--- src/rtl/tdm_demux_deser_if.sv ---
// Bit-stream input and tagged word output bundle of the TDM demux/deserializer.
// master = environment side (mux + consumer), slave = the deserializer.
interface tdm_demux_deser_if #(
  parameter int WIDTH = 4
);
  logic             bit_in;
  logic             bit_sel;
  logic             bit_vld;
  logic [WIDTH-1:0] out_data;
  logic             out_ch;
  logic             out_valid;
  logic             out_ready;
  logic             overflow;

  modport master (
    output bit_in, bit_sel, bit_vld, out_ready,
    input  out_data, out_ch, out_valid, overflow
  );

  modport slave (
    input  bit_in, bit_sel, bit_vld, out_ready,
    output out_data, out_ch, out_valid, overflow
  );
endinterface

--- src/rtl/tdm_demux_deser.sv ---
// Demultiplexes a 2-channel serial bit stream into per-channel LSB-first words,
// buffers one completed word per channel and presents them round-robin on a
// single valid/ready port tagged with the channel id.
module tdm_demux_deser #(
  parameter int WIDTH = 4
) (
  input  logic                    clk,
  input  logic                    rst_n,
  tdm_demux_deser_if.slave        bus
);
  localparam int CNT_W = (WIDTH > 2) ? $clog2(WIDTH) : 1;

  typedef enum logic {
    CH0 = 1'b0,
    CH1 = 1'b1
  } ch_e;

  logic [WIDTH-1:0] sh       [2];
  logic [CNT_W-1:0] cnt      [2];
  logic [WIDTH-1:0] hold     [2];
  logic [1:0]       hold_full;

  logic [WIDTH-1:0] out_data_q;
  logic             out_ch_q;
  logic             out_valid_q;
  logic             overflow_q;

  ch_e              last_q;
  ch_e              last_d;

  logic             slot_free;
  logic             load;
  logic             pick;
  logic [1:0]       complete;
  logic [1:0]       move;
  logic [WIDTH-1:0] new_word;

  assign bus.out_data  = out_data_q;
  assign bus.out_ch    = out_ch_q;
  assign bus.out_valid = out_valid_q;
  assign bus.overflow  = overflow_q;

  // Completion detect, output-slot arbitration and round-robin pointer next state
  always_comb begin
    new_word  = {bus.bit_in, sh[bus.bit_sel][WIDTH-1:1]};
    slot_free = !out_valid_q || bus.out_ready;
    load      = slot_free && (|hold_full);
    pick      = 1'b0;
    if (hold_full == 2'b11) begin
      pick = (last_q == CH0) ? 1'b1 : 1'b0;
    end else if (hold_full[1]) begin
      pick = 1'b1;
    end
    last_d = load ? ch_e'(pick) : last_q;
    for (int unsigned c = 0; c < 2; c++) begin
      complete[c] = bus.bit_vld && (bus.bit_sel == 1'(c)) &&
                    (cnt[c] == CNT_W'(WIDTH - 1));
      move[c]     = load && (pick == 1'(c));
    end
  end

  // Per-channel shift/count and hold buffer; a word completing while its hold
  // is still occupied (and not leaving this cycle) is dropped and flagged
  always_ff @(posedge clk) begin
    if (!rst_n) begin
      for (int unsigned c = 0; c < 2; c++) begin
        sh[c]   <= '0;
        cnt[c]  <= '0;
        hold[c] <= '0;
      end
      hold_full  <= '0;
      overflow_q <= 1'b0;
    end else begin
      for (int unsigned c = 0; c < 2; c++) begin
        if (bus.bit_vld && (bus.bit_sel == 1'(c))) begin
          sh[c]  <= new_word;
          cnt[c] <= complete[c] ? '0 : cnt[c] + 1'b1;
        end
        if (complete[c]) begin
          if (!hold_full[c] || move[c]) begin
            hold[c]      <= new_word;
            hold_full[c] <= 1'b1;
          end else begin
            overflow_q <= 1'b1;
          end
        end else if (move[c]) begin
          hold_full[c] <= 1'b0;
        end
      end
    end
  end

  // Output register stage and round-robin pointer register
  always_ff @(posedge clk) begin
    if (!rst_n) begin
      out_data_q  <= '0;
      out_ch_q    <= 1'b0;
      out_valid_q <= 1'b0;
      last_q      <= CH1;
    end else begin
      last_q <= last_d;
      if (slot_free) begin
        if (load) begin
          out_data_q  <= hold[pick];
          out_ch_q    <= pick;
          out_valid_q <= 1'b1;
        end else begin
          out_valid_q <= 1'b0;
        end
      end
    end
  end
endmodule

--- src/flat_wrapper.sv ---
// flat-port wrapper written by rule: the top's interface ports become plain ports
module tdm_demux_deser_flat 
#(
  parameter int WIDTH = 4
)
  (clk, rst_n, bus_bit_in, bus_bit_sel, bus_bit_vld, bus_out_ready, bus_out_data, bus_out_ch, bus_out_valid, bus_overflow);
  tdm_demux_deser_if #(.WIDTH(WIDTH)) bus_i ();
  input  logic clk;
  input  logic rst_n;
  input wire logic [$bits(bus_i.bit_in)-1:0] bus_bit_in;
  input wire logic [$bits(bus_i.bit_sel)-1:0] bus_bit_sel;
  input wire logic [$bits(bus_i.bit_vld)-1:0] bus_bit_vld;
  input wire logic [$bits(bus_i.out_ready)-1:0] bus_out_ready;
  output wire logic [$bits(bus_i.out_data)-1:0] bus_out_data;
  output wire logic [$bits(bus_i.out_ch)-1:0] bus_out_ch;
  output wire logic [$bits(bus_i.out_valid)-1:0] bus_out_valid;
  output wire logic [$bits(bus_i.overflow)-1:0] bus_overflow;
  assign bus_i.bit_in = bus_bit_in;
  assign bus_i.bit_sel = bus_bit_sel;
  assign bus_i.bit_vld = bus_bit_vld;
  assign bus_i.out_ready = bus_out_ready;
  assign bus_out_data = bus_i.out_data;
  assign bus_out_ch = bus_i.out_ch;
  assign bus_out_valid = bus_i.out_valid;
  assign bus_overflow = bus_i.overflow;
  tdm_demux_deser #(.WIDTH(WIDTH)) u_core (.clk(clk), .rst_n(rst_n), .bus(bus_i));
endmodule
--- config.mk ---
export PLATFORM = sky130hd
export DESIGN_NAME = tdm_demux_deser_flat
export DESIGN_NICKNAME = d
export VERILOG_FILES = /design/src/rtl/tdm_demux_deser_if.sv /design/src/rtl/tdm_demux_deser.sv /design/src/flat_wrapper.sv
export SDC_FILE = /design/constraint.sdc
export NUM_CORES = 1
export LEC_CHECK = 0
export CAP_MARGIN = 30
export CORE_MARGIN = 1
export CORE_UTILIZATION = 55
export DETAILED_ROUTE_END_ITERATION = 6
export PLACE_DENSITY = 0.78
export SETUP_SLACK_MARGIN = 0.4
export SYNTH_ARGS = -nofsm -noshare
export SYNTH_HDL_FRONTEND = slang
export SYNTH_SLANG_ARGS = --single-unit
--- constraint.sdc ---
create_clock -name clk -period 3.76 [get_ports clk]
set_input_delay 1.128 -clock clk [delete_from_list [all_inputs] [get_ports clk]]
set_output_delay 1.128 -clock clk [all_outputs]
set_load 0.005 [all_outputs]
==> impl_metrics.tcl <==
set metrics [dict create \
    numPortBuffers 12 \
    yosys-top-cells-count "edfxtp_1 (18), nand2_1 (15), dfxtp_1 (10)" \
    path_delay_family "buffers and inverters" \
    design_area_um2 1386 \
    yosysTopAreaCell "edfxtp_1" \
    relSlewSlack_pct 58.62 \
    io_pins 13 \
    drc 0 \
    critPathLaunch "bus_bit_sel" \
    pwr-share-seq_pct 60.1 \
    first_iter_violations 26 \
    clock_skew_ps 5.320 \
    final_layout_size_suffix_gt1_share_pct 11.71 \
    start_kind "input pin" \
    start_util_pct 60.06 \
    instances_no_fill 138 \
    core_area_um2 2002 \
    synthesis.nets 106 \
    tns_ps 0 \
    async_reset_ff_share_pct 0 \
    wl_met3_um 51 \
    rsz0062_at_grt "no" \
    numCtsBuffers 3 \
    crit_type "in2reg" \
    slowest_stage "clkdlybuf4s50_1" \
    total_power_w 0.0005778 \
    die_h_um 48.76 \
    place_area_um2 1334 \
    h-tree-depth 1 \
    antenna_found_initial 0 \
    routedWlPerCell_um 13.54 \
    path_cells "clkdlybuf4s50_1, nand3b_1, inv_1, a22o_1, and3_1" \
    synth_top_area_share_pct 44.95 \
    synth.avg_cell_area_um2 12.27 \
    power_density_nw_per_um2 416.8 \
    post_cts.repair.setup_buffers 0 \
    rows 16 \
    cp_max_fo 8 \
    worst_pin_slew_ps 618.8 \
    crit_buf_inv 2 \
    hp-start "u_core.bus.overflow" \
    synth-seq-cells 28 \
    synthCells 98 \
    synthTopCellsByArea "edfxtp_1 (45%), dfxtp_1 (17%), nand2_1 (4.7%)" \
    clkLatencyLatePin_ps 330 \
    timing.final.crit_share_pct 64.26 \
    diodes 0 \
    cp_data_arrival_time_ps 2510 \
    yosysWarnings 0 \
    drtAntennaViolNets 0 \
    status "finished, final reports clean" \
    rrSetupSlack_ps 2190 \
    vias 754 \
    grt_pass1_wl_um 3408 \
    irDropWorstVdd_mv 0.3180 \
    critPathCaptureType "flip-flop" \
    setup_violations 0 \
    post_cts_resized 0 \
    finalHoldViolations 0 \
    grt_pass1_vias 752 \
    slowest_delay_ps 630 \
    dr_wl_met2_um 1021 \
    synth_edf_count 18 \
    wl_met1_um 773 \
    fin_nets 120 \
    syn_area_um2 1202 \
    top_layer "met4" \
    syn2layout_area_growth_pct 15.30 \
    min_period_ps 2416 \
    cts_buffer_depth 2 \
    dieArea_um2 2377 \
    dp_cells 134 \
    drt-total-wl_um 1868 \
    place_congestion 0.7021 \
    ys.flop_type "edfxtp_1" \
    p_leak_nw 0.5327 \
    p_switching_w 0.0001120 \
    p_int_w 0.0004658 \
    holdCritPathClass "reg2reg" \
    grt_max_degree 22 \
    holdBufCountCts 0 \
    cts_tree "yes" \
    worstPathRequired_ps 3860 \
    swShare_pct 19.38 \
    overflow 0 \
    path_clk_slew_ps 150 \
    ys_seq_area_share_pct 61.60 \
    dr.pass1.iters 4 \
    cts_root_buf "clkbuf_4" \
    track_usage_pct 19.40 \
    cts_sinks 28 \
    dp_hpwl_um 1395 \
    synth.most_common_cell "edfxtp_1" \
    max-cap-violations 0 \
    final_max_slew_viol_count 0 \
    clock.fmax_mhz 413.9 \
    die_width_um 48.76 \
    p_clk_share_pct 33.8 \
    synth_cell_types 33 \
    combPwrFrac_pct 6.1 \
    worstReg2RegStart "u_core.cnt[0][0]" \
    via_per_inst 5.464 \
]
worst register-to-register path, stage by stage, from the launching register on:
cell	delay (ps)
edfxtp_1	440
ha_1	220
nand3b_1	150
inv_1	70
a22o_1	260
and3_1	200
final timing paths:
kind,to,cells after the start
worst max register to register,u_core.hold[0][3],5
worst max-delay path,u_core.hold[0][3],5
worst min register to register,u_core.bus.overflow,1
worst min-delay path,u_core.bus.overflow,1
per-stage QoR:
step / utilization, % / setup slack (ps) / hold slack (ps)
floorplan: - / 1646 / 471.1
global placement: 66.63 / 1034 / 463.9
detailed placement: 66.63 / 991.0 / 480.6
CTS: 69.25 / 1358 / 502.9
global route: 69.25 / 1273 / 531.5
finish: 69.25 / 1344 / 496.9
layout by cell type, fill, tap and decap left out, types with 3 or more instances in the layout:
cell type,netlist,final
nor2_1,6,6
nand2_1,15,15
inv_1,3,3
dfxtp_1,10,10
a21boi_1,6,6
clkdlybuf4s50_1,0,12
clkbuf_4,0,3
a22oi_1,4,4
edfxtp_1,18,18
and3_1,3,3
metal layers:
layer,track usage (%),up-vias
met1,23.04,357
met4,8.824,0
met5,0,-
li1,-,380
met3,3.774,4
met2,33.80,13
cells by family (layout without fill, tap and decap cells):
group                    after synthesis  in the layout  share of synthesized area, %
AO/OA/AOI/OAI                         20             20                         12.49
adder cells (fa/ha/maj)                2              2                         2.081
buffers and inverters                  6             19                         2.809
flip-flops                            28             28                         61.60
multiplexers                           3              3                         2.601
AND/OR/NAND/NOR                       39             39                         18.42
state kept, by name (all words and copies together), names as in the netlist:
| register | cells |
|---|---|
| u_core.bus.out_ch | 1 |
| u_core.bus.out_data | 4 |
| u_core.bus.out_valid | 1 |
| u_core.bus.overflow | 1 |
| u_core.cnt | 4 |
| u_core.hold | 8 |
| u_core.hold_full | 2 |
| u_core.last_q | 1 |
| u_core.sh | 6 |
power by group through the flow:
stage / Combinational [W] / Sequential (W) / Clock, W
after floorplan: 0.0000236 / 0.000352 / 0
final: 0.0000351 / 0.000347 / 0.000195
after CTS: 0.0000354 / 0.000347 / 0.000199
after global routing: 0.0000393 / 0.000349 / 0.000212
after global placement: 0.0000340 / 0.000353 / 0
after detailed placement: 0.0000353 / 0.000354 / 0
cell type report:
| type | instances | area [µm²] |
|---|---|---|
| multi-input cells | 64 | 427.9 |
| inverters | 3 | 11.26 |
| flip-flops and latches | 28 | 740.7 |
| well taps | 27 | 33.78 |
| clock buffers | 3 | 22.52 |
| fillers | 152 | 615.6 |
| clock inverters | 1 | 30.03 |
| repair buffers | 12 | 120.1 |
No activity file was read; power rests on OpenSTA's default activity.
